[src/rtl/paddle_ctrl.sv]
// Per-player paddle: debounced up/down buttons move yRef once per frame tick, clamped to the playfield.
// Bounds are combinational from yRef (visible the cycle after the tick); buttons accepted 2+DEBOUNCE cycles after settling.
module paddle_ctrl #(
  parameter int X_REF    = 80,
  parameter int Y_INIT   = 240,
  parameter int HALF_W   = 25,
  parameter int HALF_H   = 33,
  parameter int STEP     = 4,
  parameter int Y_MIN    = 33,
  parameter int Y_MAX    = 446,
  parameter int DEBOUNCE = 16
) (
  input  logic       clock,
  input  logic       reset,
  input  logic       screenEnd,
  input  logic       btn_up,
  input  logic       btn_down,
  input  logic       freeze,
  input  logic       recenter,
  output logic [8:0] yRef,
  output logic [9:0] leftBound,
  output logic [9:0] rightBound,
  output logic [8:0] topBound,
  output logic [8:0] bottomBound,
  output logic       moved
);

  localparam int            CW        = $clog2(DEBOUNCE);
  localparam logic [CW-1:0] CNT_LAST  = CW'(DEBOUNCE - 1);
  localparam logic [9:0]    Y_MIN_C   = 10'(Y_MIN);
  localparam logic [9:0]    Y_MAX_C   = 10'(Y_MAX);
  localparam logic [9:0]    STEP_C    = 10'(STEP);
  localparam logic [9:0]    SUB_LIMIT = 10'(Y_MIN + STEP);

  typedef enum logic {STABLE, COUNTING} db_state_e;

  // Index 0 is the up button, index 1 the down button.
  db_state_e     state_q [2];
  db_state_e     state_d [2];
  logic [CW-1:0] cnt_q   [2];
  logic [CW-1:0] cnt_d   [2];
  logic [1:0]    sync1_q, sync1_d;
  logic [1:0]    sync2_q, sync2_d;
  logic [1:0]    deb_q, deb_d;
  logic          se_q, se_d;
  logic [8:0]    yref_q, yref_d;
  logic          moved_q, moved_d;

  logic          tick;
  logic          go_up;
  logic          go_down;
  logic [9:0]    y_ext;

  always_ff @(posedge clock) begin
    if (!reset) begin
      sync1_q <= '0;
      sync2_q <= '0;
      deb_q   <= '0;
      se_q    <= 1'b0;
      yref_q  <= 9'(Y_INIT);
      moved_q <= 1'b0;
      for (int i = 0; i < 2; i++) begin
        state_q[i] <= STABLE;
        cnt_q[i]   <= '0;
      end
    end else begin
      sync1_q <= sync1_d;
      sync2_q <= sync2_d;
      deb_q   <= deb_d;
      se_q    <= se_d;
      yref_q  <= yref_d;
      moved_q <= moved_d;
      for (int i = 0; i < 2; i++) begin
        state_q[i] <= state_d[i];
        cnt_q[i]   <= cnt_d[i];
      end
    end
  end

  always_comb begin
    for (int i = 0; i < 2; i++) begin
      state_d[i] = state_q[i];
      case (state_q[i])
        STABLE:   if (sync2_q[i] != deb_q[i]) state_d[i] = COUNTING;
        COUNTING: if ((sync2_q[i] == deb_q[i]) || (cnt_q[i] == CNT_LAST)) state_d[i] = STABLE;
      endcase
    end
  end

  // A bounce back to the debounced level drops the count to zero.
  always_comb begin
    for (int i = 0; i < 2; i++) begin
      cnt_d[i] = '0;
      deb_d[i] = deb_q[i];
      case (state_q[i])
        STABLE: begin
          if (sync2_q[i] != deb_q[i]) cnt_d[i] = CW'(1);
        end
        COUNTING: begin
          if (sync2_q[i] != deb_q[i]) begin
            if (cnt_q[i] == CNT_LAST) deb_d[i] = sync2_q[i];
            else                      cnt_d[i] = cnt_q[i] + CW'(1);
          end
        end
      endcase
    end
  end

  always_comb begin
    sync1_d = {btn_down, btn_up};
    sync2_d = sync1_q;
    se_d    = screenEnd;
    tick    = screenEnd & ~se_q;
    go_up   = deb_q[0] & ~deb_q[1];
    go_down = deb_q[1] & ~deb_q[0];
    y_ext   = {1'b0, yref_q};
    yref_d  = yref_q;
    if (recenter) begin
      yref_d = 9'(Y_INIT);
    end else if (tick && !freeze) begin
      // Compare before subtracting so the 10-bit difference can never wrap.
      if (go_up)
        yref_d = (y_ext >= SUB_LIMIT) ? 9'(y_ext - STEP_C) : 9'(Y_MIN_C);
      else if (go_down)
        yref_d = ((y_ext + STEP_C) <= Y_MAX_C) ? 9'(y_ext + STEP_C) : 9'(Y_MAX_C);
    end
    moved_d = (yref_d != yref_q);
  end

  assign yRef        = yref_q;
  assign moved       = moved_q;
  assign leftBound   = 10'(X_REF - HALF_W);
  assign rightBound  = 10'(X_REF + HALF_W);
  assign topBound    = yref_q - 9'(HALF_H);
  assign bottomBound = yref_q + 9'(HALF_H);

endmodule

[config.mk]
export PLATFORM = sky130hd
export DESIGN_NAME = paddle_ctrl
export DESIGN_NICKNAME = d
export VERILOG_FILES = /design/src/rtl/paddle_ctrl.sv
export SDC_FILE = /design/constraint.sdc
export NUM_CORES = 1
export LEC_CHECK = 0
export CAP_MARGIN = 40
export CORE_MARGIN = 10
export CORE_UTILIZATION = 46
export CTS_CLUSTER_SIZE = 40
export DETAILED_ROUTE_END_ITERATION = 10
export GPL_TIMING_DRIVEN = 0
export PLACE_DENSITY = 0.77
export SKIP_CTS_REPAIR_TIMING = 1
export SLEW_MARGIN = 20
export SYNTH_ARGS = -nofsm -noshare
export SYNTH_HDL_FRONTEND = slang
export SYNTH_SLANG_ARGS = --single-unit
[constraint.sdc]
create_clock -name clock -period 2.49 [get_ports clock]
set_input_delay 0.747 -clock clock [delete_from_list [all_inputs] [get_ports clock]]
set_output_delay 0.747 -clock clock [all_outputs]
set_load 0.01 [all_outputs]
After elaboration in Yosys (flattened, before gate mapping)
Memory sizes are Yosys's and may differ from the RTL's.
Index checks and enable logic that the tools add are counted.
{ "totals": {"elab_cells": 68, "in_bits": 7, "latch_bits": 0, "ramBits": 10, "out_inout_bits": 48, "mem_count": 2, "rom_bits": 0, "reg_bits": 17} }
{ "mem_list": {"columns": ["memory", "depth", "word_bits", "read_ports", "rd_ports_with_merged_regs", "write_ports", "line_no", "source"], "rows": [
  ["cnt_q", 2, 4, 2, 0, 2, "40", "logic [CW-1:0] cnt_q [2];"],
  ["state_q", 2, 1, 2, 0, 2, "38", "db_state_e state_q [2];"]
]} }
{ "op_classes": {"multipliers": 0, "n_shift": 0, "bitwise": 12, "div": 0, "add_sub_neg": 6, "eq_ne": 7, "n_lt_le_gt_ge": 2, "mux": 26, "n_reduce_logical": 6} }
{ "ops": {"columns": ["op", "count"], "rows": [
  ["$mux W9", 6],
  ["$mux W4", 6],
  ["$pmux W4 S2", 2],
  ["$add A9 B3 Y10 const B", 1],
  ["$le A10 B9 Y1 const B", 1],
  ["$mux W1", 10],
  ["$add A9 B6 Y9 const B", 1],
  ["$ge A9 B6 Y1 const B", 1],
  ["$ne A9 B9 Y1", 1],
  ["$sub A9 B3 Y9 const B", 1],
  ["$sub A9 B6 Y9 const B", 1],
  ["$add A4 B1 Y4 const B", 2],
  ["$eq A4 B4 Y1 const B", 2],
  ["$reduce_and A3 Y1", 2],
  ["$not A1 Y1", 5],
  ["$or A1 B1 Y1", 4],
  ["$pmux W1 S2", 2],
  ["$and A1 B1 Y1", 3],
  ["$eq A1 B1 Y1", 2],
  ["$logic_or A1 B1 Y1", 2],
  ["$ne A1 B1 Y1", 2],
  ["$logic_and A1 B1 Y1", 1],
  ["$logic_not A1 Y1", 1]
]} }

Depth between registers and ports, before layout
{ "depth": {"word_depth": 8, "mapped_depth": 11, "depth_no_buf": 9} }

Worst setup path after synthesis
OpenSTA, ideal clock, no wires.
{ "synth_path": {"path_type": "register to register", "start": "register yref_q[3] (netlist: yRef[3])", "end": "register moved_q (netlist: moved)", "required_ps": 2395, "period_less_slack_ps": 2677, "setup_ps": 95, "n_path_buf": 1, "arrival_time_ps": 2582, "path_slack_ps": -187, "stages_incl_launch_ff": 11, "path_cell_list": "dfxtp_1 -> clkbuf_1 -> inv_1 -> ha_1 -> a211oi_1 -> o211ai_2 -> nand2_1 -> o21ai_1 -> a2111o_1 -> o2111a_1 -> a221oi_1"} }
{ "synth_via": {"elab_chain_cells": 8, "elab_cells_between_ends": 11, "classes_between": "add/sub (2); order compare (2); eq/ne (1); mux (6)"} }
{ "synth_lines": {"columns": ["item", "line_no", "source"], "rows": [
  ["from (decl)", "46", "logic [8:0] yref_q, yref_d;"],
  ["from (signal assigned)", "60", "yref_q <= 9'(Y_INIT);"],
  ["from (signal assigned)", "71", "yref_q <= yref_d;"],
  ["$add A9 B3 Y10", "125", "yref_d = ((y_ext + STEP_C) <= Y_MAX_C) ? 9'(y_ext + STEP_C) : 9'(Y_MAX_C);"],
  ["$le A10 B9 Y1", "125", null],
  ["$mux W9", "125", null],
  ["$mux W9", "124", "else if (go_down)"],
  ["$mux W9", "122", "if (go_up)"],
  ["$mux W9", "120", "end else if (tick && !freeze) begin"],
  ["$mux W9", "118", "if (recenter) begin"],
  ["$ne A9 B9 Y1 *", "127", "moved_d = (yref_d != yref_q);"],
  ["to (signal assigned)", "72", "moved_q <= moved_d;"],
  ["to (decl)", "47", "logic moved_q, moved_d;"]
]} }
Mark *: on every way between the ends. The rest lies on a longest branch, timed or not.
A chain may end at the register's enable or synchronous reset.

Worst setup path in the final report
{ "layout_path": {"start": "register yref_q[3] (netlist: yRef[3])", "end": "output topBound[8]"} }
{ "layout_via": {"elab_chain_cells": 1} }
{ "layout_lines": {"columns": ["item", "line_no", "source"], "rows": [
  ["$sub A9 B6 Y9", "134", "assign topBound = yref_q - 9'(HALF_H);"],
  ["to (decl)", "23", "output logic [8:0] topBound,"]
]} }
No other way between the ends.

==> impl_metrics.env <==
export IMPL_status="complete, but fails checks"
export IMPL_violations="setup timing"
export IMPL_worstHoldStart="sync1_q[1]"
export IMPL_dieArea_um2=8440
export IMPL_period_needed_ns=2.587
export IMPL_p_clk_share_pct=30.0
export IMPL_comb_power_share_pct=17.1
export IMPL_rr_endpoint="moved"
export IMPL_cp_required_ns=1.74
export IMPL_synth_top_cell_area_share_pct=22.75
export IMPL_synth_edf_count=0
export IMPL_r2r_cells=10
export IMPL_place_gp_congestion=0.9590
export IMPL_slew_headroom_pct=56.37
export IMPL_cts_root_buf="clkbuf_8"
export IMPL_synth_top_cell_by_area="dfxtp_1"
export IMPL_fin_ws_ns=-0.09667
export IMPL_synth_cell_types=58
export IMPL_rows=26
export IMPL_die_w_um=91.87
export IMPL_ff_latch_area_um2=560.5
export IMPL_post_dp_hpwl_mm=5.885
export IMPL_period_share_pct=103.9
export IMPL_synth_ff_type="dfxtp_1"
export IMPL_internal_power_mw=0.6129
export IMPL_synthCells=321
export IMPL_diodes=0
export IMPL_grt_pass1_vias=2476
export IMPL_worstSetupEndpointType="output port"
export IMPL_numCtsBuffers=3
export IMPL_routed_wl_mm=8.851
export IMPL_maxCapViolations=0
export IMPL_synth_area_per_cell_um2=7.402
export IMPL_slew_viol_final=0
export IMPL_htreeDepth=1
export IMPL_overflow=0
export IMPL_layout_commonest_cell="buf_4"
export IMPL_cts_tree="built"
export IMPL_criticalPathCategory="flip-flop to output port"
export IMPL_yosys_warnings=0
export IMPL_grt_pass1_wl_mm=12.61
export IMPL_finalHoldViolCount=0
export IMPL_clk_path_buf_depth=2
export IMPL_multi_input_area_um2=1826
export IMPL_vias_per_cell=5.987
export IMPL_die_y_um=91.87
export IMPL_avgRoutedWirePerCell_um=18.79
export IMPL_cts_sinks=27
export IMPL_worstPathArrival_ns=1.84
export IMPL_drt_iter0_markers=490
export IMPL_grt_max_degree=16
export IMPL_power_density_nw_per_um2=238.2
export IMPL_r2r_slack_ns=-0.05
export IMPL_ys_seq_area_share_pct=22.75
export IMPL_worstHoldEndpoint="sync2_q[1]"
export IMPL_total_leakage_power_nw=1.423
export IMPL_swShare_pct=26.46
export IMPL_finalInstanceArea_um2=3500
export IMPL_cp_start_kind="flip-flop"
export IMPL_insertion_delay_ns=0.27
export IMPL_max_freq_mhz=386.6
export IMPL_most_common_layout_cells="46 x buf_4, 28 x nor2_1, 21 x dfxtp_1"
export IMPL_clk_pin_slew_ns=0.09
export IMPL_placedInstanceArea_um2=2867
export IMPL_antenna_found_initial=0
export IMPL_netlist_area_um2=2376
export IMPL_hold_path_class="flip-flop to flip-flop"
export IMPL_finalClockSkew_ns=0.005324
export IMPL_firstDrtPassIters=5
export IMPL_area_growth_syn_to_layout_pct=47.29
export IMPL_start_util_pct=47.12
export IMPL_fin_nets=419
export IMPL_drive_gt1_share_pct=29.68
export IMPL_hold_depth=1
export IMPL_setup_viol=3
export IMPL_port_buffers=33
export IMPL_drc=0
export IMPL_grt_usage_pct=17.67
export IMPL_fp_coreArea_um2=5042
export IMPL_max_vdd_ir_drop_mv=0.3393
export IMPL_synthTopCellsByArea="dfxtp_1 23%, buf_4 7.3%, ha_1 5.3%"
export IMPL_synth_seq_cells=27
export IMPL_vias=2820
export IMPL_n_fill_cell=402
export IMPL_r2r_start="yRef[3]"
export IMPL_ant_nets=0
export IMPL_pre_cts_ws_ns=-0.6740
export IMPL_seqPwrFrac_pct=52.9
export IMPL_async_reset_ff_share_pct=0
export IMPL_switchingPower_mw=0.2206
export IMPL_tightest_slew_ns=0.6509
export IMPL_rsz0062_at_grt="true"
export IMPL_hold_ws_ns=0.4492
export IMPL_path_max_fanout=5
export IMPL_io_pins=55
power groups by stage:
stage	registers, mW	clock network (mW)	logic, mW
CTS	0.446	0.257	0.124
global route	0.442	0.278	0.154
finish	0.441	0.250	0.143
floorplan	0.455	0	0.0855
global placement	0.455	0	0.123
detailed placement	0.456	0	0.123
cell usage after synthesis (8+ instances only):
library cell and instances:
nor2_1 28, dfxtp_1 27, buf_4 23, a21oi_1 17, inv_1 17, nand2_1 17
nand3_1 16, o21ai_0 15, xnor2_1 14, clkbuf_1 11, ha_1 10, nor3_1 10
nand4_1 8
final cells by class:
type | instances | share of cell area, %
Sequential cell | 27 | 16.02
Buffer | 42 | 9.868
Clock inverter | 1 | 0.1430
Timing Repair Buffer | 59 | 15.59
Multi-Input combinational cell | 251 | 52.16
Tap cell | 70 | 2.503
Clock buffer | 3 | 1.180
Inverter | 18 | 2.538
metrics by stage:
stage	setup TNS, ns	total power [mW]	cells	utilization [%]
4_1_cts	-8.446	0.8263	446	57.77
3_5_place_dp	-4.554	0.5789	442	56.85
5_1_grt	-0.5329	0.8738	471	69.40
6_report	-0.1959	0.8335	471	69.40
2_1_floorplan	0	0.5402	339	-
3_3_place_gp	-4.588	0.5783	442	56.85
worst max path at each step:
stage	slack [ns]	startpoint	cells after the start	to
global route	-0.17	yRef[3]	9	topBound[8]
detailed placement	-0.67	yRef[2]	9	topBound[8]
global placement	-0.66	yRef[2]	9	topBound[8]
CTS	-0.99	yRef[2]	9	topBound[8]
floorplan	0.004	yRef[2]	11	moved
finish	-0.1	yRef[3]	9	topBound[8]
sequential cells by signal, indices dropped and copies added, names as in the netlist:
signal	count
se_q	1
cnt_q	8
deb_q	2
state_q	2
sync1_q	2
yRef	9
moved	1
sync2_q	2
logic make-up (layout without fill, tap and decap cells):
kind of cell | count (synthesis) | after routing | synth area share, %
xor gates and xnor gates | 19 | 19 | 7.004
other | 2 | 20 | 0.3161
adders and majority gates | 10 | 10 | 5.266
buffers and inverters | 61 | 123 | 13.90
DFF | 27 | 27 | 22.75
muxes | 5 | 5 | 2.106
and+or+nand+nor | 123 | 123 | 27.17
AOI/OAI and AO/OA | 74 | 74 | 21.49
metal layers:
metal | wire [um] | share of wire, % | vias to the layer above | track usage [%]
met4 | 350 | 4.0 | 0 | 4.756
met5 | 0 | 0 | - | 0
met3 | 1001 | 11 | 47 | 4.075
met2 | 4086 | 46 | 229 | 28.59
met1 | 3413 | 39 | 1275 | 22.92
li1 | - | - | 1269 | -
critical path: stages (launching register included):
cell        delay, ns
dfxtp_4          0.39
buf_8            0.13
clkinvlp_4       0.10
buf_6            0.12
ha_4             0.16
nand2_4          0.06
o21ai_2          0.16
nand3_1          0.11
xnor2_1          0.18
buf_2            0.16
(Power assumes the default switching activity.)
